**src/rtl/riscv_pipeline_ctrl.sv**
```systemverilog
// Hazard and stall controller for the RV32I five-stage core: load-use bubbles,
// taken-branch flushes, data-memory wait states with timeout fault, stall counting.
module riscv_pipeline_ctrl #(
    parameter int MEM_TIMEOUT = 255,
    parameter int CNT_W       = 16
) (
    input  logic             i_clk,
    input  logic             i_rstn,
    input  logic [4:0]       i_id_rs1,
    input  logic [4:0]       i_id_rs2,
    input  logic             i_id_rs1_used,
    input  logic             i_id_rs2_used,
    input  logic [4:0]       i_ex_rd,
    input  logic             i_ex_mem_read,
    input  logic             i_ex_br_taken,
    input  logic             i_mem_req,
    input  logic             i_mem_ack,
    input  logic             i_fault_clr,
    output logic             o_pc_en,
    output logic             o_ifid_en,
    output logic             o_idex_en,
    output logic             o_exmem_en,
    output logic             o_ifid_clr,
    output logic             o_idex_clr,
    output logic             o_exmem_clr,
    output logic             o_fault,
    output logic [CNT_W-1:0] o_stall_cnt
);

    typedef enum logic [1:0] {
        ST_RUN,
        ST_MEM_WAIT,
        ST_FAULT
    } state_t;

    localparam logic [7:0] TMO_LIMIT = 8'(MEM_TIMEOUT);

    state_t           state;
    state_t           state_nxt;
    logic [7:0]       tmo_cnt;
    logic [7:0]       tmo_cnt_nxt;
    logic             fault_q;
    logic [CNT_W-1:0] stall_cnt;
    logic             lu;
    logic             rs1_hit;
    logic             rs2_hit;

    // Flow-control strobes for the hazard rules shared by RUN and the MEM_WAIT ack cycle.
    logic flow_pc_en;
    logic flow_ifid_en;
    logic flow_idex_en;
    logic flow_exmem_en;
    logic flow_ifid_clr;
    logic flow_idex_clr;

    assign rs1_hit = i_id_rs1_used && (i_id_rs1 == i_ex_rd);
    assign rs2_hit = i_id_rs2_used && (i_id_rs2 == i_ex_rd);
    assign lu      = i_ex_mem_read && (i_ex_rd != 5'd0) && (rs1_hit || rs2_hit);

    always_ff @(posedge i_clk or negedge i_rstn) begin
        if (!i_rstn) begin
            state   <= ST_RUN;
            tmo_cnt <= 8'd0;
        end else begin
            state   <= state_nxt;
            tmo_cnt <= tmo_cnt_nxt;
        end
    end

    always_comb begin
        state_nxt   = state;
        tmo_cnt_nxt = tmo_cnt;
        case (state)
            ST_RUN: begin
                if (i_mem_req && !i_mem_ack) begin
                    state_nxt   = ST_MEM_WAIT;
                    tmo_cnt_nxt = 8'd1;
                end
            end
            ST_MEM_WAIT: begin
                // A late ack still wins over the timeout in the same cycle.
                if (i_mem_ack) begin
                    state_nxt   = ST_RUN;
                    tmo_cnt_nxt = 8'd0;
                end else if (tmo_cnt == TMO_LIMIT) begin
                    state_nxt   = ST_FAULT;
                    tmo_cnt_nxt = 8'd0;
                end else begin
                    tmo_cnt_nxt = tmo_cnt + 8'd1;
                end
            end
            ST_FAULT: begin
                if (i_fault_clr) begin
                    state_nxt = ST_RUN;
                end
            end
            default: begin
                state_nxt   = ST_RUN;
                tmo_cnt_nxt = 8'd0;
            end
        endcase
    end

    always_comb begin
        flow_pc_en    = 1'b1;
        flow_ifid_en  = 1'b1;
        flow_idex_en  = 1'b1;
        flow_exmem_en = 1'b1;
        flow_ifid_clr = 1'b0;
        flow_idex_clr = 1'b0;
        if (i_ex_br_taken) begin
            flow_ifid_clr = 1'b1;
            flow_idex_clr = 1'b1;
        end else if (lu) begin
            flow_pc_en    = 1'b0;
            flow_ifid_en  = 1'b0;
            flow_idex_clr = 1'b1;
        end
    end

    always_comb begin
        o_pc_en     = 1'b0;
        o_ifid_en   = 1'b0;
        o_idex_en   = 1'b0;
        o_exmem_en  = 1'b0;
        o_ifid_clr  = 1'b0;
        o_idex_clr  = 1'b0;
        o_exmem_clr = 1'b0;
        if (!i_rstn) begin
            o_ifid_clr  = 1'b1;
            o_idex_clr  = 1'b1;
            o_exmem_clr = 1'b1;
        end else begin
            case (state)
                ST_RUN, ST_MEM_WAIT: begin
                    // In RUN a pending memory miss freezes everything; in MEM_WAIT only ack releases.
                    if ((state == ST_RUN && !(i_mem_req && !i_mem_ack)) ||
                        (state == ST_MEM_WAIT && i_mem_ack)) begin
                        o_pc_en    = flow_pc_en;
                        o_ifid_en  = flow_ifid_en;
                        o_idex_en  = flow_idex_en;
                        o_exmem_en = flow_exmem_en;
                        o_ifid_clr = flow_ifid_clr;
                        o_idex_clr = flow_idex_clr;
                    end
                end
                ST_FAULT: begin
                    if (i_fault_clr) begin
                        o_ifid_clr  = 1'b1;
                        o_idex_clr  = 1'b1;
                        o_exmem_clr = 1'b1;
                    end
                end
                default: begin
                    o_pc_en = 1'b0;
                end
            endcase
        end
    end

    // Fault flag follows FAULT entry/exit on the same edges as the state register.
    always_ff @(posedge i_clk or negedge i_rstn) begin
        if (!i_rstn) begin
            fault_q   <= 1'b0;
            stall_cnt <= '0;
        end else begin
            fault_q <= (state_nxt == ST_FAULT);
            if (!o_pc_en && (state != ST_FAULT) && (stall_cnt != '1)) begin
                stall_cnt <= stall_cnt + CNT_W'(1);
            end
        end
    end

    assign o_fault     = fault_q;
    assign o_stall_cnt = stall_cnt;

endmodule

```
**config.mk**
```make
export PLATFORM = sky130hd
export DESIGN_NAME = riscv_pipeline_ctrl
export DESIGN_NICKNAME = d
export VERILOG_FILES = /design/src/rtl/riscv_pipeline_ctrl.sv
export SDC_FILE = /design/constraint.sdc
export NUM_CORES = 1
export LEC_CHECK = 0
export CELL_PAD_IN_SITES_DETAIL_PLACEMENT = 2
export CELL_PAD_IN_SITES_GLOBAL_PLACEMENT = 2
export CORE_AREA = 3 3 61 105
export DETAILED_ROUTE_END_ITERATION = 10
export DIE_AREA = 0 0 64 108
export HOLD_SLACK_MARGIN = 0.15
export PLACE_DENSITY_LB_ADDON = 0.1
export SLEW_MARGIN = 10
export SYNTH_ARGS = -nofsm -noshare
export SYNTH_HDL_FRONTEND = slang
export SYNTH_SLANG_ARGS = --single-unit
```
**constraint.sdc**
```tcl
create_clock -name i_clk -period 2.6 [get_ports i_clk]
set_clock_uncertainty 0.15 [all_clocks]
set_input_delay 0.39 -clock i_clk [delete_from_list [all_inputs] [get_ports i_clk]]
set_output_delay 0.39 -clock i_clk [all_outputs]
set_load 0.01 [all_outputs]
```
Yosys cells after proc, flatten, opt, wreduce, memory -nomap -nowiden. Index checks and enable logic that the tools add are counted.

Equality and inequality tests: 9. Reduce and logical (&&, ||, !) cells: 18. Muxes and demuxes: 29. $add $sub $neg: 2. Bitwise gates (word level): 1.

Operators by type and width (count): $mux W8 (3); $pmux W8 S3 (1); $mux W1 (18); $add A16 B1 Y16 const B (1); $ne A16 B16 Y1 const B (1); $eq A5 B5 Y1 (2); $logic_and A1 B1 Y1 (9); $add A8 B1 Y8 const B (1); $eq A8 B8 Y1 const B (1); $mux W2 (4); $pmux W2 S3 (1); $reduce_bool A5 Y1 (1); $eq A2 B2 Y1 const B (2); $ne A2 B2 Y1 const B (2); $pmux W1 S2 (2); $logic_not A1 Y1 (3); $eq A2 B1 Y1 const B (1); $logic_not A2 Y1 (1); $logic_or A1 B1 Y1 (2); $reduce_and A2 Y1 (1); $reduce_or A2 Y1 (1); $not A1 Y1 (1).

Input bits: 24. Output and inout bits: 24. Flip-flop bits (word level): 27.

Longest topological paths before layout. Gate-level depths: netlist (run 1).

Depth in word-level cells: 12. Mapped depth: 8. Mapped depth without buffers: 7.

Worst setup path after synthesis (run 1). No wires, ideal clock.

Kind: register to register. From: register stall_cnt[0], in the netlist o_stall_cnt[0]. To: register stall_cnt[1], in the netlist o_stall_cnt[1]. Path slack: 0.374 ns. Path buffers: 1. Arrival: 1.949 ns. Cell stages (with the launch flop): 8. Cell sequence: dfrtp_1 > ha_1 > nand4_1 > nor4_1 > nor3_1 > a21oi_4 > buf_6 > mux2_1.

Longest elaborated chain between the ends: 2. Elaborated cells on any way between the ends: 3. Those cells by class: add/sub: 1; eq/ne: 1; reduce/logical: 1.

Ends and longest elaborated chain: start, declared (RTL line 43) `logic [CNT_W-1:0] stall_cnt;`; start signal, assigned (RTL line 169) `stall_cnt <= stall_cnt + CNT_W'(1);`; branches (longest 2 deep; another with $add A16 B1 Y16).

Several ways; the timed one is not identified. A chain may end at the register's enable or synchronous reset.

Worst setup path in the final report (run 1).
From: input port i_ex_rd[4]. To: output port o_pc_en.

Longest elaborated chain between the ends: 9. Elaborated cells on any way between the ends: 13. Those cells by class: eq/ne: 2; mux: 5; reduce/logical: 6.

Ends and longest elaborated chain: start, declared (RTL line 13) `input logic [4:0] i_ex_rd,`; $eq A5 B5 Y1, on equally long branches (RTL line 56, 57); $logic_and A1 B1 Y1, on equally long branches (RTL line 56, 57); $logic_or A1 B1 Y1 (RTL line 58) `assign lu = i_ex_mem_read && (i_ex_rd != 5'd0) && (rs1_hit || rs2_hit);`; $logic_and A1 B1 Y1 (*) (RTL line 58); $mux W1 (*) (RTL line 114) `end else if (lu) begin`; $mux W1 (*) (RTL line 111) `if (i_ex_br_taken) begin`; $mux W1 (*) (RTL line 137) `if ((state == ST_RUN && !(i_mem_req && !i_mem_ack)) ||`; $mux W1 (*) (RTL line 134) `case (state)`; $mux W1 (*) (RTL line 129) `if (!i_rstn) begin`; end, declared (RTL line 19) `output logic o_pc_en,`.

Mark *: on every way between the ends. The rest lies on a longest branch, timed or not.

==> reports/qor.csv, run 1 <==
stage;metric;value;unit
placement;hpwl;4.20;mm
detailed_routing;wl;5.07;mm
detailed_routing;antenna_left;0;
detailed_routing;route.detailed.drc;0;
timing;worst_slew_pin_slew;0.546;ns
synth;yosys_warnings;0;
synth;synthTopCellsByCount;27 x dfrtp_1, 15 x nor2_1, 14 x xnor2_1;
pwr;p_leak;0.932;nW
synth;synth_ff_type;dfrtp_1;
detailed_routing;drtIter0Drc;45;
cts;cts_sinks;27;
timing;final.min_clock_period;2.51;ns
synth;syn_inst;160;
timing;finalHoldViolations;0;
timing;rsz0062_at_grt;false;
pwr;ir_drop;0.377;mV
setup_path;cp-end-kind;primary output;
synth;synth_cell_type_count;34;
placement;io_buffers;47;
detailed_routing;dr.pass1.iters;4;
run;max_cap_viol_count;0;
cts;cts_root_buf;clkbuf_8;
floorplanning;die_w;64;um
synth;synth_top_area_cell;dfrtp_1;
floorplanning;die_area;6910;um^2
global_routing;grt_pass1_vias;1672;
floorplanning;dieHeight;108;um
global_routing;antenna_found_initial;0;
synth;ys_seq_area_share;44.7;%
floorplanning;core;5630;um^2
cells_and_area;antenna_cells;0;
cells_and_area;nets;244;
global_routing;grt_usage;15.6;%
detailed_routing;vias;1414;
global_routing;grt_start_max_net_pins;28;
detailed_routing;met3_length;76;um
setup_path;crit_fanout;3;
synth;synth-edff-count;0;
synth;syn_area;1510;um^2
detailed_routing;top_layer_used;met4;
synth;syn_nets;186;
synth;synth.most_common_cell;dfrtp_1;
cts;h-tree-depth;1;
cts;path_clk_slew;0.10;ns
cts;post_cts_buffers;0;
global_routing;grt_pass1_wl;8.42;mm
cells_and_area;post-route-util;39.0;%
detailed_routing;wl_met2;3.20;mm
cts;cts_inserted_buffers;3;
synth;synth-async-reset-ratio;100;%
status;outcome;finished clean;
cts;cts_max_path_buffers;2;
cts;cts_tree;built;
timing;post-route-period-util;96.6;%
synth;synth_area_leaders;dfrtp_1 45%, xnor2_1 8.1%, xor2_1 6.4%, o21ai_0 4.3%, nor2_1 3.7%;
cts;clock_latency;0.27;ns
setup_path;worstSetupStartpointType;primary input;
synth;avgSynthCellArea;9.45;um^2
floorplanning;fp-row-count;36;
synth;synth.top_cell.area_share;44.7;%
placement;gp_congestion;0.724;
min_path;hold_class;reg2reg;
cells_and_area;layout-drive-gt1-share;11.5;%
global_routing;grt-ovfl-total;0;
timing;fmax;398;MHz
timing;finalSetupViolCount;0;
timing;holdWs;0.362;ns
timing;drv_slew;0;
timing;slew_headroom;63.6;%
detailed_routing;wl_per_cell;17.3;um
setup_path;crit_type;in2out;
floorplanning;start_util;26.8;%
setup_path;crit_required;2.06;ns
cells_and_area;synthToLayoutAreaGrowth;45.1;%
synth;postSynthRegisterBits;27;
detailed_routing;wl_met1;1.71;mm
timing;setup-tns-final;0;ns
floorplanning;io_pins;48;
pwr;power.density;683;nW/um^2
setup_path;arrival;1.97;ns
detailed_routing;via_per_inst;4.83;
[worst paths after layout]
check | start | endpoint | slack, ns | cells past startpoint
worst max-delay path | i_ex_rd[4] | o_pc_en | 0.09 | 6
worst max register to register | o_stall_cnt[0]$_DFFE_PN0P_ | o_stall_cnt[15]$_DFFE_PN0P_ | 0.25 | 9
max in group asynchronous | i_rstn | o_stall_cnt[9]$_DFFE_PN0P_ | 1.47 | 3
min in group asynchronous | i_rstn | state[0]$_DFF_PN0_ | 0.56 | 3
worst min-delay path | tmo_cnt[2]$_DFFE_PN0P_ | tmo_cnt[2]$_DFFE_PN0P_ | 0.36 | 1
worst min register to register | tmo_cnt[2]$_DFFE_PN0P_ | tmo_cnt[2]$_DFFE_PN0P_ | 0.36 | 1
[repair_timing]
action                                  in CTS  in global routing
endpoints found under the setup margin       3                  5
gates resized for setup                      9                  6
hold endpoints to repair                     0                  0
hold buffers                                 0                  0
pin swaps                                    0                  1
[layout by cell type, fill, tap and decap left out, drive strengths merged, types with 5 or more instances in the layout]
cell type      instances
clkdlybuf4s50         41
dfrtp                 27
nor2                  15
xnor2                 14
o21ai                 14
nand2                 13
xor2                  11
buf                   11
nand4                  8
nand3                  7
and3                   6
nor3                   6
inv                    5
a21oi                  5
[flip-flops by register name, summed over array words and instances (netlist names)]
signal       cells
o_stall_cnt     16
tmo_cnt          8
state            2
o_fault          1
[cells by family (layout without fill, tap and decap cells)]
group | count (synthesis) | in the layout | share of synthesized area (%)
AOI/OAI and AO/OA | 29 | 29 | 12.7
xor gates and xnor gates | 25 | 25 | 14.5
adders and majority gates | 2 | 2 | 1.66
buffers and inverters | 10 | 67 | 3.48
DFF | 27 | 27 | 44.7
muxes | 1 | 1 | 0.745
and+or+nand+nor | 66 | 66 | 22.2
[routing by layer]
metal | vias up | global-route usage, %
met5 | - | 0
met4 | 0 | 4.79
met3 | 6 | 1.66
met2 | 18 | 32.1
met1 | 717 | 15.6
li1 | 673 | -
[worst max-delay path, stage by stage]
cell,delay [ns]
clkdlybuf4s50_1,0.48
or4_1,0.44
o21ai_2,0.15
nand2b_1,0.14
o21a_1,0.14
clkdlybuf4s15_2,0.23
[per-stage QoR]
stage | total power [mW] | setup WS, ns | cells | area [um^2]
6_report | 1.50 | 0.0872 | 293 | 2190
5_1_grt | 1.63 | 0.00879 | 293 | 2190
4_1_cts | 1.53 | 0.00359 | 293 | 2180
3_5_place_dp | 1.27 | -0.351 | 289 | 2140
3_3_place_gp | 1.25 | -0.273 | 289 | 2140
2_1_floorplan | 0.911 | 0.374 | 160 | 1510
[area by class of cell]
type | instances | area [um^2]
clock inverters | 1 | 5.00
multi-input cells | 123 | 795
repair buffers | 58 | 563
well taps | 76 | 95.1
clock buffers | 3 | 41.3
flip-flops and latches | 27 | 676
inverters | 5 | 18.8
fillers | 638 | 3440
[report_power, final]
part	internal [mW]	leakage (nW)	switching (mW)
sequential	0.524	0.331	0.141
combinational	0.329	0.576	0.255
clock	0.108	0.0255	0.140
total	0.961	0.932	0.537
No activity file was read; power rests on OpenSTA's default activity.
==> inputs of run 2 (changes only) <==
--- a/config.mk
+++ b/config.mk
@@ -13,4 +13,5 @@
 export HOLD_SLACK_MARGIN = 0.15
 export PLACE_DENSITY_LB_ADDON = 0.1
+export SKIP_CTS_REPAIR_TIMING = 1
 export SLEW_MARGIN = 10
 export SYNTH_ARGS = -nofsm -noshare
==> constraint.sdc (replaced) <==
create_clock -name i_clk -period 2.6 [get_ports i_clk]
set_clock_uncertainty 0.15 [all_clocks]
set_input_delay 0.26 -clock i_clk [delete_from_list [all_inputs] [get_ports i_clk]]
set_output_delay 0.26 -clock i_clk [all_outputs]
set_load 0.01 [all_outputs]
==> run 2 against run 1 <==
Against the previous run: combinational power about the same; wire length down 1.4%; via count down 0.28%; register-to-register slack about the same; first-iteration DRC count down 60%; largest cell class unchanged.
==> reports/qor.csv, run 2 (same netlist as run 1, synthesis figures left out) <==
stage;metric;value;unit
floorplanning;dieHeight;108;um
timing;fmax;428;MHz
setup_path;arrival;2.39;ns
timing;setup-tns-final;0;ns
cts;cts_inserted_buffers;3;
setup_path;cp-end-kind;flip-flop;
setup_path;crit_type;reg2reg;
cells_and_area;multiInputGateArea;783;um^2
floorplanning;io_pins;48;
detailed_routing;vias;1410;
placement;gp_congestion;0.754;
cells_and_area;fillerInstances;627;
setup_path;crit_fanout;14;
cells_and_area;final_cell_mix;44 x clkdlybuf4s50_1, 27 x dfrtp_1, 15 x nor2_1;
cells_and_area;nets;242;
cts;cts_sinks;27;
detailed_routing;via_per_inst;4.85;
cells_and_area;layout-drive-gt1-share;8.37;%
floorplanning;fp-row-count;36;
status;outcome;finished clean;
timing;finalSetupViolCount;0;
cells_and_area;regArea;676;um^2
detailed_routing;dr.pass1.iters;4;
detailed_routing;drtIter0Drc;18;
cts;cts_root_buf;clkbuf_8;
global_routing;grt_pass1_vias;1616;
timing;rsz0062_at_grt;false;
global_routing;grt_start_max_net_pins;21;
cells_and_area;largest_reg_flops;16;
timing;final.min_clock_period;2.34;ns
cts;cts_max_path_buffers;2;
timing;finalHoldViolations;0;
timing;post-route-period-util;89.9;%
setup_path;crit_chain;ha_1, nand4_1, nor4_1, buf_4, nor4_2, a21oi_4, buf_12, nor4_1, xor2_1;
pwr;power.density;689;nW/um^2
placement;hpwl;4.11;mm
floorplanning;die_area;6910;um^2
timing;drv_slew;0;
cells_and_area;antenna_cells;0;
placement;dp.cells;287;
detailed_routing;wl_per_cell;17.2;um
min_path;hold_class;in2async;
setup_path;cpMaxStageDelayCell;dfrtp_1;
global_routing;grt_pass1_wl;8.25;mm
run;max_cap_viol_count;0;
setup_path;r2r-end;o_stall_cnt[15]$_DFFE_PN0P_;
floorplanning;start_util;26.8;%
setup_path;ff2ff_setup_slack;0.26;ns
pwr;p_leak;0.933;nW
cts;clock_latency;0.28;ns
detailed_routing;route.detailed.drc;0;
cells_and_area;final_common_cell;clkdlybuf4s50_1;
cts;path_clk_slew;0.10;ns
global_routing;antenna_found_initial;0;
setup_path;crit_required;2.66;ns
setup_path;r2r_start;o_stall_cnt[0]$_DFFE_PN0P_;
cts;cts_tree;built;
timing;slew_headroom;61.4;%
floorplanning;core;5630;um^2
setup_path;cpPeakStageDelay;0.44;ns
timing;holdWs;0.263;ns
floorplanning;die_w;64;um
pwr;ir_drop;0.456;mV
setup_path;worstSetupStartpointType;flip-flop;
placement;io_buffers;47;
detailed_routing;antenna_left;0;
cells_and_area;synthToLayoutAreaGrowth;44.2;%
detailed_routing;wl;5.00;mm
global_routing;grt_usage;15.2;%
global_routing;grt-ovfl-total;0;
timing;worst_slew_pin_slew;0.579;ns
pwr;fin_total_pwr;1.50;mW
setup_path;path_common_cell;nor4_1;
setup_path;r2r_cells;9;
cells_and_area;layout.cells.non_filler;291;
cts;h-tree-depth;1;
-- run 2: changes by cell type in the layout (fill, tap and decap cells not counted), moves of 2 or more --
cell,delta
dlymetal6s2s_1,+2
dlygate4sd2_1,-2
clkdlybuf4s15_2,-2
clkdlybuf4s50_1,+3
buf_4,-2
-- run 2: metrics by stage --
step	worst slack, ns	util (%)	cell area, um^2
6_report	0.263	38.7	2180
3_5_place_dp	-0.0951	37.7	2120
2_1_floorplan	0.374	-	1510
3_3_place_gp	-0.0110	37.7	2120
5_1_grt	0.105	38.7	2180
4_1_cts	-0.0926	38.6	2170
-- run 2: worst max-delay path: cells and delay by family, from the launching register on --
kind / cells / cell delay, ns
XOR/XNOR: 1 / 0.17
buffers and inverters: 2 / 0.31
adder cells (fa/ha/maj): 1 / 0.25
AO/OA/AOI/OAI: 1 / 0.13
flip-flops: 1 / 0.44
AND/OR/NAND/NOR: 4 / 0.81
-- run 2: power by group --
part           internal (mW)  switching [mW]
Sequential             0.524           0.144
Combinational          0.327           0.258
Clock                  0.109           0.139
Total                  0.961           0.541
-- run 2: layout make-up --
class	count	area share, %
Clock buffer	3	1.89
Clock inverter	1	0.344
Inverter	5	0.861
Multi-Input combinational cell	123	35.9
Sequential cell	27	31.0
Tap cell	76	4.36
Timing Repair Buffer	56	25.6
-- run 2: routing by layer --
metal	global-route usage, %	routed length, um
met1	16.2	1760
met2	30.7	3140
met3	1.77	76
met4	3.71	30
met5	0	0
-- run 2: how the worst max path moves through the flow --
stage	end	slack, ns	cells after the start	startpoint
3_3_place_gp	o_ifid_en	-0.01	6	i_ex_rd[0]
5_1_grt	o_stall_cnt[15]$_DFFE_PN0P_	0.11	9	o_stall_cnt[0]$_DFFE_PN0P_
4_1_cts	o_pc_en	-0.09	6	i_ex_rd[3]
3_5_place_dp	o_pc_en	-0.1	6	i_ex_rd[3]
6_report	o_stall_cnt[15]$_DFFE_PN0P_	0.26	9	o_stall_cnt[0]$_DFFE_PN0P_
2_1_floorplan	o_stall_cnt[1]$_DFFE_PN0P_	0.37	7	o_stall_cnt[0]$_DFFE_PN0P_
==> inputs of run 3 (changes only) <==
PLACE_DENSITY_LB_ADDON = 0.2   (was 0.1)
SLEW_MARGIN = 25   (was 10)
==> run 3 against run 2 <==
Against the previous run: wire length grew 2.0%; largest cell class unchanged; utilization is 0.089 points higher; setup slack worse by 0.019 ns; flip-flop and latch count stayed put; power is 0.78% higher; count of clock-buffer cells in the layout unchanged; via count is 0.35% lower; cell count decreased by 0.69%; design area is 0.23% higher; largest power group unchanged.
==> reports/qor.csv, run 3 (same netlist as run 1, synthesis figures left out) <==
stage;metric;value;unit
placement;io_buffers;47;
setup_path;crit_required;2.60;ns
cts;cts_sinks;27;
floorplanning;fp-row-count;36;
cts;cts_max_path_buffers;2;
placement;gp_congestion;0.749;
cells_and_area;largest_reg_flops;16;
timing;final.min_clock_period;2.36;ns
setup_path;arrival;2.35;ns
global_routing;grt_start_max_net_pins;21;
cts;path_clk_slew;0.10;ns
pwr;p_leak;0.941;nW
timing;setup-tns-final;0;ns
cells_and_area;antenna_cells;0;
setup_path;crit_chain;ha_1, nand4_1, nor4_2, nor3_1, a21oi_4, buf_12, nor4_1, xor2_1;
setup_path;crit_type;reg2reg;
min_path;hold_class;in2async;
detailed_routing;dr.pass1.iters;2;
detailed_routing;wl_per_cell;17.7;um
timing;rsz0062_at_grt;false;
floorplanning;die_area;6910;um^2
detailed_routing;route.detailed.drc;0;
floorplanning;dieHeight;108;um
cells_and_area;post-route-util;38.8;%
timing;finalSetupViolCount;0;
detailed_routing;vias;1405;
detailed_routing;via_per_inst;4.86;
cells_and_area;final_cell_mix;43 x clkdlybuf4s50_1, 27 x dfrtp_1, 15 x nor2_1;
status;outcome;finished clean;
cts;cts_tree;built;
cts;cts_inserted_buffers;3;
global_routing;antenna_found_initial;0;
cts;clock_latency;0.28;ns
pwr;ir_drop;0.380;mV
detailed_routing;wl;5.10;mm
timing;finalHoldViolations;0;
floorplanning;die_w;64;um
setup_path;r2r_start;o_stall_cnt[0]$_DFFE_PN0P_;
placement;dp.cells;285;
cells_and_area;layout-drive-gt1-share;8.92;%
setup_path;path_delay_family;simple AND/OR/NAND/NOR gates;
detailed_routing;drtIter0Drc;24;
cells_and_area;synthToLayoutAreaGrowth;44.5;%
setup_path;cpMaxStageDelayCell;nor4_2;
cells_and_area;final_common_cell;clkdlybuf4s50_1;
run;max_cap_viol_count;0;
setup_path;crit_fanout;15;
setup_path;worstSetupStartpointType;flip-flop;
timing;drv_slew;0;
pwr;power.density;693;nW/um^2
timing;slew_headroom;66.1;%
placement;hpwl;4.21;mm
setup_path;cpPeakStageDelay;0.47;ns
placement;place_area;2110;um^2
cts;h-tree-depth;1;
floorplanning;core;5630;um^2
global_routing;grt_usage;15.7;%
floorplanning;io_pins;48;
cells_and_area;nets;240;
cts;cts_root_buf;clkbuf_8;
cells_and_area;layout.cells.non_filler;289;
floorplanning;start_util;26.8;%
setup_path;crit_buf_inv;1;
timing;fmax;425;MHz
global_routing;grt_pass1_vias;1668;
timing;holdWs;0.237;ns
global_routing;grt-ovfl-total;0;
timing;worst_slew_pin_slew;0.508;ns
timing;post-route-period-util;90.6;%
global_routing;grt_pass1_wl;8.38;mm
setup_path;cp-startpoint;o_stall_cnt[0]$_DFFE_PN0P_;
detailed_routing;antenna_left;0;
setup_path;cp-end-kind;flip-flop;
cells_and_area;fin_area;2180;um^2
run 3: final timing paths:
check / end / slack, ns / cells past startpoint
max: o_stall_cnt[13]$_DFFE_PN0P_ / 0.24 / 8
min: tmo_cnt[3]$_DFFE_PN0P_ / 0.24 / 2
max reg2reg: o_stall_cnt[13]$_DFFE_PN0P_ / 0.24 / 8
min reg2reg: tmo_cnt[3]$_DFFE_PN0P_ / 0.37 / 1
max in group asynchronous: tmo_cnt[7]$_DFFE_PN0P_ / 1.79 / 2
min in group i_clk: tmo_cnt[3]$_DFFE_PN0P_ / 0.37 / 1
run 3: stage by stage:
stage | setup WS (ns) | power (mW)
floorplan | 0.374 | 0.911
global placement | -0.0106 | 1.24
detailed placement | -0.120 | 1.28
CTS | -0.126 | 1.54
global route | 0.0686 | 1.63
finish | 0.244 | 1.51
run 3: layout make-up:
cell class,count,area [um^2]
sequential,27,676
timing repair buffer,54,546
fill,648,3450
inverter,5,18.8
clock inverter,1,5.00
tap,76,95.1
multi-input combinational,123,803
clock buffer,3,41.3
run 3: where the power goes:
| group | internal, mW | switching [mW] |
|---|---|---|
| Clock | 0.108 | 0.143 |
| Combinational | 0.328 | 0.263 |
| Sequential | 0.524 | 0.147 |
run 3: routing by layer:
| layer | wire length [um] | GRT usage, % | vias to the layer above |
|---|---|---|---|
| li1 | - | - | 668 |
| met1 | 1830 | 15.8 | 714 |
| met2 | 3150 | 32.5 | 19 |
| met3 | 77 | 2.18 | 4 |
| met4 | 40 | 3.71 | 0 |
| met5 | 0 | 0 | - |
